### src/rtl/im2col_pkg.sv
// Shared constants and types for the im2col row packer (pixel, row, slot, counter types).
package im2col_pkg;
  localparam int DATA_W   = 8;
  localparam int ADDR_W   = 10;
  localparam int ROW_LEN  = 25;
  localparam int VEC_ROWS = 4;
  localparam int COL_W    = (ROW_LEN > 1) ? $clog2(ROW_LEN) : 1;
  localparam int CNT_W    = (VEC_ROWS > 1) ? $clog2(VEC_ROWS) : 1;

  typedef logic [DATA_W-1:0]      pixel_t;
  typedef pixel_t [ROW_LEN-1:0]   row_t;
  typedef logic                   slot_idx_t;
  typedef logic [COL_W-1:0]       col_idx_t;
  typedef logic [CNT_W-1:0]       row_cnt_t;

  localparam col_idx_t LAST_COL = col_idx_t'(ROW_LEN - 1);
  localparam row_cnt_t LAST_ROW = row_cnt_t'(VEC_ROWS - 1);
endpackage

### src/rtl/im2col_row_slot.sv
// One ping-pong row buffer: column write port plus busy/full flags.
// Optional ROW_NZ_MASK_EN adds a per-element nonzero mask captured at write time.
module im2col_row_slot
  import im2col_pkg::*;
(
  input  logic     clock,
  input  logic     reset,
  input  logic     alloc,
  input  logic     drain,
  input  logic     wr_en,
  input  col_idx_t wr_col,
  input  pixel_t   wr_data,
  input  logic     wr_last,
  output logic     busy,
  output logic     full,
  output row_t     data
`ifdef ROW_NZ_MASK_EN
  ,
  output logic [ROW_LEN-1:0] nz_mask
`endif
);

  always_ff @(posedge clock) begin
    if (reset) begin
      busy <= 1'b0;
      full <= 1'b0;
    end else begin
      if (alloc)
        busy <= 1'b1;
      if (wr_en && wr_last)
        full <= 1'b1;
      // a drained slot is free again; drain never coincides with alloc/last on the same slot
      if (drain) begin
        busy <= 1'b0;
        full <= 1'b0;
      end
    end
  end

  always_ff @(posedge clock) begin
    if (reset)
      data <= '0;
    else if (wr_en)
      data[wr_col] <= wr_data;
  end

`ifdef ROW_NZ_MASK_EN
  always_ff @(posedge clock) begin
    if (reset)
      nz_mask <= '0;
    else if (wr_en)
      nz_mask[wr_col] <= (wr_data != '0);
  end
`endif

endmodule

### src/rtl/im2col_row_packer.sv
// Packs ifmap SRAM reads into ROW_LEN-element im2col rows through a ping-pong buffer.
// Define ROW_NZ_MASK_EN to add the row_nz_mask output.
module im2col_row_packer
  import im2col_pkg::*;
(
  input  logic                      clock,
  input  logic                      reset,
  input  logic                      clear,
  input  logic                      addr_valid,
  input  logic [ADDR_W-1:0]         addr_in,
  output logic                      addr_ready,
  output logic                      sram_re,
  output logic [ADDR_W-1:0]         sram_addr,
  input  logic [DATA_W-1:0]         sram_rdata,
  output logic                      row_valid,
  input  logic                      row_ready,
  output logic [ROW_LEN*DATA_W-1:0] row_data,
  output logic                      row_last,
  output logic                      stream_done
`ifdef ROW_NZ_MASK_EN
  ,
  output logic [ROW_LEN-1:0]        row_nz_mask
`endif
);

  logic      flush;
  logic      accept;
  logic      row_fire;
  slot_idx_t iss_ptr;
  slot_idx_t rd_ptr;
  col_idx_t  iss_col;
  row_cnt_t  row_cnt;

  logic      wb_vld_p1;
  slot_idx_t wb_slot_p1;
  col_idx_t  wb_col_p1;
  logic      wb_last_p1;

  logic      busy      [2];
  logic      full      [2];
  row_t      slot_data [2];
`ifdef ROW_NZ_MASK_EN
  logic [ROW_LEN-1:0] slot_mask [2];
`endif

  assign flush      = reset | clear;
  // busy is registered, so a slot released this cycle is reissued no earlier than next cycle
  assign addr_ready = ~flush & ((iss_col != '0) | ~busy[iss_ptr]);
  assign accept     = addr_valid & addr_ready;
  assign sram_re    = accept;
  assign sram_addr  = addr_in;

  assign row_valid   = full[rd_ptr];
  assign row_data    = slot_data[rd_ptr];
  assign row_last    = (row_cnt == LAST_ROW);
  assign row_fire    = row_valid & row_ready & ~flush;
  assign stream_done = row_fire & row_last;
`ifdef ROW_NZ_MASK_EN
  assign row_nz_mask = slot_mask[rd_ptr];
`endif

  // p0: issue side, address accepted and SRAM read launched
  always_ff @(posedge clock) begin
    if (flush) begin
      iss_ptr <= 1'b0;
      iss_col <= '0;
    end else if (accept) begin
      if (iss_col == LAST_COL) begin
        iss_col <= '0;
        iss_ptr <= ~iss_ptr;
      end else begin
        iss_col <= iss_col + 1'b1;
      end
    end
  end

  // p1: write-back, SRAM data lands in its slot/column
  always_ff @(posedge clock) begin
    if (flush) begin
      wb_vld_p1  <= 1'b0;
      wb_slot_p1 <= 1'b0;
      wb_col_p1  <= '0;
      wb_last_p1 <= 1'b0;
    end else begin
      wb_vld_p1  <= accept;
      wb_slot_p1 <= iss_ptr;
      wb_col_p1  <= iss_col;
      wb_last_p1 <= (iss_col == LAST_COL);
    end
  end

  always_ff @(posedge clock) begin
    if (flush) begin
      rd_ptr  <= 1'b0;
      row_cnt <= '0;
    end else if (row_fire) begin
      rd_ptr  <= ~rd_ptr;
      row_cnt <= (row_cnt == LAST_ROW) ? '0 : row_cnt + 1'b1;
    end
  end

  for (genvar s = 0; s < 2; s++) begin : g_slot
    im2col_row_slot u_slot (
      .clock   (clock),
      .reset   (flush),
      .alloc   (accept && (iss_col == '0) && (iss_ptr == slot_idx_t'(s))),
      .drain   (row_fire && (rd_ptr == slot_idx_t'(s))),
      .wr_en   (wb_vld_p1 && (wb_slot_p1 == slot_idx_t'(s))),
      .wr_col  (wb_col_p1),
      .wr_data (sram_rdata),
      .wr_last (wb_last_p1),
      .busy    (busy[s]),
      .full    (full[s]),
      .data    (slot_data[s])
`ifdef ROW_NZ_MASK_EN
      ,
      .nz_mask (slot_mask[s])
`endif
    );
  end

endmodule

### config.mk
export PLATFORM = sky130hd
export DESIGN_NAME = im2col_row_packer
export DESIGN_NICKNAME = d
export VERILOG_FILES = /design/src/rtl/im2col_pkg.sv /design/src/rtl/im2col_row_slot.sv /design/src/rtl/im2col_row_packer.sv
export SDC_FILE = /design/constraint.sdc
export NUM_CORES = 1
export LEC_CHECK = 0
export CELL_PAD_IN_SITES_DETAIL_PLACEMENT = 1
export CELL_PAD_IN_SITES_GLOBAL_PLACEMENT = 1
export CORE_MARGIN = 2
export CORE_UTILIZATION = 45
export DETAILED_ROUTE_END_ITERATION = 16
export PLACE_DENSITY_LB_ADDON = 0.1
export REMOVE_ABC_BUFFERS = 1
export SYNTH_ARGS = -nofsm -noshare
export SYNTH_HDL_FRONTEND = slang
export SYNTH_SLANG_ARGS = --single-unit
### constraint.sdc
create_clock -name clock -period 4.4 [get_ports clock]
set_input_delay 0.88 -clock clock [delete_from_list [all_inputs] [get_ports clock]]
set_output_delay 0.88 -clock clock [all_outputs]
set_load 0.03 [all_outputs]
==> results of run 1 <==
[worst max-delay path, delay by kind of cell, from the launching register on]
family | cells | cell delay [ns]
buffers and inverters | 3 | 0.78
and+or+nand+nor | 1 | 0.50
DFF | 1 | 0.36
AOI/OAI and AO/OA | 1 | 0.30
adders and majority gates | 1 | 0.21
[logic make-up (layout without fill, tap and decap cells)]
family	after synthesis	after routing	synth area share (%)
AOI/OAI and AO/OA	816	816	22.0
adders and majority gates	3	3	0.200
buffers and inverters	315	349	7.61
and+or+nand+nor	461	461	13.1
muxes	205	205	12.3
DFF	421	421	44.9
[power by group]
part           switching [mW]  internal, mW
Sequential            0.00463          3.81
Combinational           0.184        0.0326
Clock                    1.58          2.21
Total                    1.77          6.06
[metrics by stage]
step	hold WS (ns)	instances
6_report	0.474	2787
5_1_grt	0.491	2787
4_1_cts	0.475	2787
3_5_place_dp	0.467	2706
3_3_place_gp	0.457	2706
2_1_floorplan	0.436	1918
[routing by layer]
layer	part of all wire, %	track usage [%]	vias to the layer above
met5	0	0	-
met2	48	49.8	528
met1	43	38.3	8765
met3	5.0	4.11	117
met4	3.4	11.0	0
li1	-	-	7933
[final cells by class]
type,count,area (um2)
Tap cell,532,666
Clock inverter,5,25.0
Inverter,12,45.0
Fill cell,4760,18900
Timing Repair Buffer,256,2510
Clock buffer,76,1440
Sequential cell,421,8430
Multi-Input combinational cell,1485,8970
[registers in the layout, summed over array words and instances (netlist names)]
signal	flops
iss_ptr	1
wb_vld_p1	1
rd_ptr	1
row_cnt	2
wb_last_p1	1
g_slot.u_slot.busy	2
wb_col_p1	5
iss_col	5
g_slot.u_slot.full	2
wb_slot_p1	1
g_slot.u_slot.data	400
[Yosys cell counts, types with 3 or more instances]
cell and instances:
a21oi_1 404, a31oi_1 3, and3b_1 3, and4b_1 3, and4bb_2 3, buf_1 19, buf_2 83, buf_4 38
clkbuf_1 163, dfxtp_1 421, ha_1 3, inv_1 12, mux2_2 202, mux2i_1 3, nand2_1 7, nand3_1 404
nand3b_1 3, nand4b_1 4, nand4bb_1 3, nor2_1 12, nor3b_1 4, o21ai_0 349, o21ai_1 52, or3b_1 3
[final timing paths]
check | start | end | slack (ns)
hold reg to reg | g_slot[1].u_slot.data[148] | g_slot[1].u_slot.data[148] | 0.47
setup / recovery | iss_col[0] | sram_re | 0.80
hold / removal | g_slot[1].u_slot.data[148] | g_slot[1].u_slot.data[148] | 0.47
setup reg to reg | wb_col_p1[2] | g_slot[1].u_slot.data[57] | 1.83
==> reports/results.txt, run 1 <==
status - complete, no violations
TNS Setup - 0 ns
startpoint types - flop
Avg Vias per Cell - 6.22
Final Cycle Share - 81.7%
die height - 208 um
Layout Skew - 0.0104 ns
HP Class - flop to flop
pin count of the biggest net entering global routing - 214
mapped cell area - 0.0188 mm2
clk sinks - 421
num rows - 74
Synth Warn # - 0
CTS Hold Buffers Added - 0
clock slew at the register clock pins of the worst setup and hold paths - 0.06 ns
Setup Buffers After CTS - 0
area leader, netlist - dfxtp_1
Pre-antenna DRT Iters - 5
worst vdd ir - 259 uV
GP Congestion - 0.731
Slew Limit Headroom - 6.76%
most frequent cells in the layout - 420 x dfxtp_1, 404 x nand3_1, 404 x a21oi_1, 349 x o21ai_0, 209 x clkdlybuf4s50_1
vias post-DR - 17300
Placed Area - 0.0206 mm2
H-Tree Depth - 2
Overflow after GRT - 0
Ports - 238
CP dominant cell by count - inv_1
Routed Antenna Nets - 0
area share of the largest cell type after synthesis - 44.9%
Die ar. - 0.0434 mm2
pwr/cell area - 355 mW/mm2
CP max stage cell - clkdlybuf4s50_1
Synth Register Bits - 421
initial antenna violation count - 0
Max FO, Critical Path - 5
Max Clk Rate - 278 MHz
CP Class - flop to output pin
RSZ-0062 raised after global routing - false
cts repair resizes - 0
total power - 7.83 mW
initial core utilization - 45.8%
Worst EP arrival - 2.72 ns
largest stage delay on the critical path - 0.60 ns
Die Wd - 208 um
Max clock buf depth - 3
post-route core utilization - 53.8%
cts bufs inserted - 47
CTS tree - done
Buffers on Ports - 217
worst path required time - 3.52 ns
critical path endpoint category - output pin
vias in the first global route - 17900
first-pass GRT wire length - 103000 um
max-slew violations - 0
Final Worst Setup Slack - 0.805 ns
number of flops mapped to enable cells by yosys - 0
DRT Wirelength - 65800 um
dpl ws - 0.890 ns
clock period minus final worst setup slack - 3.60 ns
R2R cell count - 4
DR iter-0 viols - 1183
MaxCap Viol Count - 0
Area Overhead vs Synth - 17.6%
Synth area leaders - dfxtp_1 45%, mux2_2 12%, a21oi_1 11%
Post-Syn Area per Cell - 8.46 um2
drt drc - 0
async set or reset register ratio after synthesis - 0%
drt wl/cell - 23.6 um
commonest non-fill, non-tap cell in the layout - dfxtp_1
hold depth - 2
total track usage - 29.5%
Net count, final - 2249
Final Hold Fails - 0
hpwl dp - 35600 um
layout cells sized above 1 - 15.1%
post-route cell area - 0.0221 mm2
Pleak - 6.92 nW
post-synthesis cell type count - 41
Seq/Total Area, Yosys - 44.9%
worst skew pair latency - 0.58 ns
diodes inserted - 0
Cells after Synth - 2221
final setup violating endpoints - 0
worst slew pin tran - 1.40 ns
core area - 0.0410 mm2
worst path cell trace - inv_1 -> ha_1 -> or4b_4 -> o211ai_2 -> inv_1 -> clkdlybuf4s50_1
Synth Flop Type - dfxtp_1
CTS root buf - clkbuf_16
Power figures use the tool's default switching activity.
==> run 2, diff against run 1 <==
- CORE_UTILIZATION: 45 -> 42
- clock period: 4.4 -> 3.4 ns (I/O delays scaled with it)
==> run 2 against run 1 <==
Compared with the run above:
- sequential power is 29% higher
- critical path type unchanged
- register-to-register slack worse by 0.86 ns
- combinational power is 34% higher
- highest routed layer unchanged
- via count hardly changed
- first-iteration DRC count is 5.8% higher
==> reports/results.txt, run 2 (synthesis results as in run 1) <==
initial antenna violation count - 0
hpwl dp - 39000 um
status - complete, no violations
max-slew violations - 0
Pleak - 7.01 nW
most frequent cells in the layout - 420 x dfxtp_1, 404 x nand3_1, 404 x a21oi_1, 349 x o21ai_0, 206 x clkdlybuf4s50_1
critical path endpoint category - output pin
Sw Ratio - 22.5%
pwr/cell area - 451 mW/mm2
worst vdd ir - 275 uV
final setup violating endpoints - 0
Placed Area - 0.0209 mm2
Max Clk Rate - 303 MHz
startpoint types - flop
commonest non-fill, non-tap cell in the layout - dfxtp_1
clock power share - 48.0%
initial core utilization - 42.5%
Max FO, Critical Path - 70
multi-input logic area - 0.00897 mm2
cts repair resizes - 0
Pre-antenna DRT Iters - 7
P_int - 7.80 mW
CTS Hold Buffers Added - 0
Register Area - 0.00843 mm2
largest stage delay on the critical path - 0.61 ns
combinational power share - 2.9%
Net count, final - 2268
flop2flop setup slack - 0.97 ns
cts bufs inserted - 47
biggest regs - g_slot.u_slot.data: 400 flops, iss_col: 5 flops, wb_col_p1: 5 flops
first-pass GRT wire length - 103000 um
drt wl/cell - 23.3 um
die height - 215 um
Buffers on Ports - 217
num rows - 77
vias post-DR - 17400
Routed Antenna Nets - 0
drt drc - 0
total track usage - 27.9%
DR iter-0 viols - 1252
vias in the first global route - 17600
Final Hold Fails - 0
Max clock buf depth - 3
MaxCap Viol Count - 0
core area - 0.0442 mm2
Overflow after GRT - 0
HP Class - flop to flop
dpl ws - 0.711 ns
Final Cycle Share - 97.0%
H-Tree Depth - 2
DRT Wirelength - 66800 um
max reg flops - 400
pin count of the biggest net entering global routing - 150
CTS tree - done
worst slew pin tran - 1.15 ns
fillers - 5054
Ports - 238
Worst EP arrival - 2.62 ns
post-route cell area - 0.0223 mm2
Layout Skew - 0.0158 ns
worst path cell trace - buf_12 -> mux2_2 -> clkdlybuf4s50_1
CP Class - flop to output pin
worst skew pair latency - 0.58 ns
diodes inserted - 0
Die Wd - 215 um
Area Overhead vs Synth - 18.7%
worst path required time - 2.72 ns
CP max stage cell - clkdlybuf4s50_1
Avg Vias per Cell - 6.06
Setup Buffers After CTS - 0
RSZ-0062 raised after global routing - false
clk sinks - 421
clock period minus final worst setup slack - 3.30 ns
Reg power frac - 49.1%
CTS root buf - clkbuf_16
Die ar. - 0.0464 mm2
GP Congestion - 0.798
Final Worst Setup Slack - 0.102 ns
Net Switching - 2.26 mW
layout cells sized above 1 - 15.8%
Slew Limit Headroom - 23.0%
clock slew at the register clock pins of the worst setup and hold paths - 0.06 ns
largest reg by FF count - g_slot.u_slot.data
## run 2: changes by cell type in the layout (fill, tap and decap cells not counted)
cell | previous run | this run
clkinv_2 | 5 | 2
buf_4 | 32 | 51
clkbuf_8 | 11 | 9
and4b_1 | 1 | 0
clkbuf_1 | 16 | 17
buf_12 | 7 | 10
and4b_2 | 2 | 3
clkdlybuf4s50_1 | 209 | 206
## run 2: path summary, 6_finish.rpt
kind | end | startpoint | cells after the start
max | row_data[146] | rd_ptr | 3
min | g_slot[1].u_slot.data[120] | g_slot[1].u_slot.data[120] | 2
max reg2reg | g_slot[0].u_slot.data[96] | wb_col_p1[0] | 4
min reg2reg | g_slot[1].u_slot.data[120] | g_slot[1].u_slot.data[120] | 2
## run 2: layout make-up
type,instances,area share [%]
multi-input combinational,1485,40.2
sequential,421,37.8
timing repair buffer,275,12.0
clock buffer,75,6.34
tap,592,3.32
inverter,12,0.202
clock inverter,2,0.0449
## run 2: metrics by stage
step / hold slack, ns / setup TNS, ns / util [%] / instances / total power [mW]
floorplan: 0.436 / -1059.84 / - / 1918 / 5.14
global placement: 0.449 / 0 / 47.2 / 2785 / 5.33
detailed placement: 0.465 / 0 / 47.2 / 2785 / 5.34
CTS: 0.475 / 0 / 50.4 / 2862 / 10.1
global route: 0.488 / 0 / 50.4 / 2862 / 10.3
finish: 0.472 / 0 / 50.4 / 2862 / 10.1
## run 2: layer usage
| layer | global-route usage, % | wire length, um | vias up |
|---|---|---|---|
| met1 | 36.6 | 29100 | 8823 |
| met4 | 10.9 | 2330 | 0 |
| met2 | 46.5 | 32400 | 440 |
| met5 | 0 | 0 | - |
| met3 | 4.09 | 3040 | 121 |
| li1 | - | - | 7973 |
## run 2: power by group through the flow
stage | Clock (mW) | Combinational (mW) | Sequential, mW
finish | 4.83 | 0.291 | 4.94
global route | 5.11 | 0.306 | 4.94
CTS | 4.92 | 0.289 | 4.94
detailed placement | 0 | 0.288 | 5.05
global placement | 0 | 0.286 | 5.05
floorplan | 0 | 0.0932 | 5.05
## run 2: worst max-delay path, delay by kind of cell, from the launching register on
kind / cells / cell delay [ns]
buffers and inverters: 2 / 0.98
flip-flops: 1 / 0.52
multiplexers: 1 / 0.44
==> run 3, diff against run 2 <==
- CORE_UTILIZATION: 42 -> 40
- SYNTH_HIERARCHICAL: not set -> 1
- clock period: 3.4 -> 2.7 ns (I/O delays scaled with it)
==> run 3 against run 2 <==
Compared with the run above:
- register-to-register slack lost 0.52 ns
- worst setup slack got worse by 0.080 ns
- global-route usage shrank 4.6 points
- synthesized area up 1.7%
- critical path depth increased by 1
- sequential share of layout area down 1.8 points
- final area rose by 5.0%
- clock skew about the same
- largest cell class unchanged
==> reports/results.txt, run 3 <==
DR iter-0 viols - 584
Net count, final - 1958
mapped cell area - 0.0191 mm2
Reg power frac - 48.0%
vias post-DR - 13000
diodes inserted - 0
dpl ws - 0.182 ns
pin count of the biggest net entering global routing - 67
Max Clk Rate - 373 MHz
Pre-antenna DRT Iters - 4
Synth area leaders - dfxtp_1 44%, mux2i_1 21%, nand2b_1 14%
Die ar. - 0.0495 mm2
met3 Use GR - 3.09%
Die Wd - 222 um
Slew Limit Headroom - 46.8%
CP bufs+invs - 3
pwr/cell area - 553 mW/mm2
worst skew pair latency - 0.58 ns
CP Class - flop to output pin
max reg flops - 400
layout cells sized above 1 - 26.4%
Routed Antenna Nets - 0
GP Congestion - 0.748
hold depth - 2
most frequent cells in the layout - 420 x dfxtp_1, 404 x mux2i_1, 403 x nand2b_1, 202 x mux2_2, 102 x dlygate4sd2_1
CTS tree - done
status - complete, no violations
drt wl/cell - 22.9 um
startpoint types - flop
vias in the first global route - 14000
critical path endpoint category - output pin
Seq/Total Area, Yosys - 44.2%
clock slew at the register clock pins of the worst setup and hold paths - 0.06 ns
combinational power share - 3.7%
Cells after Synth - 1734
post-synthesis cell type count - 48
P_int - 10.1 mW
Worst path depth - 4
die height - 222 um
post-route cell area - 0.0234 mm2
clock power share - 48.3%
initial core utilization - 40.2%
Area Overhead vs Synth - 22.7%
met1 GRT Util - 31.6%
commonest non-fill, non-tap cell in the layout - dfxtp_1
Synth Warn # - 6
worst path required time - 2.16 ns
CTS root buf - clkbuf_16
Final Worst Setup Slack - 0.0224 ns
MaxCap Viol Count - 0
first-pass GRT wire length - 88000 um
Worst EP arrival - 2.14 ns
Cells after DPL - 2484
Pleak - 11.9 nW
area leader, netlist - dfxtp_1
Layout Skew - 0.0159 ns
clock period minus final worst setup slack - 2.68 ns
hpwl dp - 38700 um
R2R cell count - 4
total power - 12.9 mW
initial antenna violation count - 0
busiest grt layer - met2
Placed Area - 0.0221 mm2
Cell Count, Final, Fillers Out - 2578
RSZ-0062 raised after global routing - true
HP Class - flop to flop
H-Tree Depth - 2
Synth Flop Type - dfxtp_1
drt drc - 0
cell family with most CP delay - buffers and inverters
Net Switching - 2.87 mW
Final Cycle Share - 99.2%
worst slew pin tran - 0.796 ns
Synth Register Bits - 421
number of flops mapped to enable cells by yosys - 0
synth cell count leaders - 421 x dfxtp_1, 417 x nand2b_1, 404 x mux2i_1
cts bufs inserted - 48
Buffers on Ports - 217
largest reg by FF count - g_slot.u_slot/data
async set or reset register ratio after synthesis - 0%
top-count cell post-synth - dfxtp_1
Post-Syn Area per Cell - 11.0 um2
clk sinks - 421
Final Hold Fails - 0
Sw Ratio - 22.1%
Overflow after GRT - 0
Max clock buf depth - 3
worst vdd ir - 368 uV
biggest regs - g_slot.u_slot/data: 400 flops, iss_col: 5 flops, wb_col_p1: 5 flops
CP max stage cell - dfxtp_4
total track usage - 23.4%
grt met2 use - 39.9%
final setup violating endpoints - 0
Avg Vias per Cell - 5.06
max-slew violations - 0
worst path cell trace - buf_12 -> buf_4 -> mux2_2 -> clkdlybuf4s15_1
area share of the largest cell type after synthesis - 44.2%
Max FO, Critical Path - 10
num rows - 80
Ports - 238
core area - 0.0474 mm2
largest stage delay on the critical path - 0.43 ns
DRT Wirelength - 59000 um
-- run 3: cell count changes after synthesis, moves of 7 or more --
cell	delta
a21oi_1	-400
and2_1	+8
buf_1	-16
buf_2	-58
buf_4	-22
clkbuf_1	-70
mux2i_1	+401
nand2_2	+31
nand2_4	+15
nand2b_1	+417
nand3_1	-401
nor2b_1	+7
o21ai_0	-348
o21ai_1	-52
-- run 3: worst min-delay path, cell delays in order (launching register included) --
cell and delay (ns):
dfxtp_1 0.31, nand2_1 0.05, mux2i_1 0.06
-- run 3: kinds of logic (layout without fill, tap and decap cells) --
logic type | count (synthesis) | in the layout | share of synthesized area [%]
AOI/OAI and AO/OA | 10 | 10 | 0.367
DFF | 421 | 421 | 44.2
xor gates and xnor gates | 1 | 1 | 0.0459
muxes | 607 | 607 | 33.2
and+or+nand+nor | 536 | 536 | 18.4
adders and majority gates | 3 | 3 | 0.197
buffers and inverters | 156 | 385 | 3.68
-- run 3: what timing repair did --
| action | CTS | global route |
|---|---|---|
| pin swaps | 1 | 2 |
| gates cloned | 0 | 3 |
| setup endpoints to repair | 202 | 91 |
| setup buffers | 1 | 9 |
| hold buffers | 0 | 0 |
| resized for setup | 268 | 120 |
-- run 3: layout make-up --
type                            count  area (um2)
Clock buffer                       72        1410
Timing Repair Buffer              294        2660
Clock inverter                      9        72.6
Fill cell                        5098       24000
Sequential cell                   421        8430
Tap cell                          615         769
Inverter                           10        45.0
Multi-Input combinational cell   1157       10000
-- run 3: worst paths after layout --
path	start	to	slack [ns]
setup / recovery	rd_ptr	row_data[134]	0.02
hold / removal	row_cnt[1]	row_cnt[1]	0.47
setup reg to reg	wb_vld_p1	g_slot[0].u_slot/data[22]	0.45
hold reg to reg	row_cnt[1]	row_cnt[1]	0.47
-- run 3: layer usage --
| layer | up-vias | wire, um |
|---|---|---|
| met5 | - | 0 |
| met4 | 0 | 813 |
| met3 | 48 | 1770 |
| met2 | 213 | 28500 |
| met1 | 6565 | 27900 |
| li1 | 6214 | - |
-- run 3: power groups by stage --
stage	Combinational [mW]	Clock, mW	Sequential [mW]
after global routing	0.497	6.65	6.22
after global placement	0.469	0	6.36
after CTS	0.476	6.41	6.22
final	0.474	6.26	6.22
after detailed placement	0.474	0	6.36
after floorplan	0.254	0	6.36
-- run 3: stage by stage --
step | setup TNS (ns) | hold slack [ns] | utilization [%]
2_1_floorplan | -1722.95 | 0.438 | -
4_1_cts | -1.35 | 0.474 | 49.4
3_5_place_dp | 0 | 0.464 | 46.6
3_3_place_gp | 0 | 0.448 | 46.6
5_1_grt | -0.0447 | 0.492 | 49.4
6_report | 0 | 0.471 | 49.4
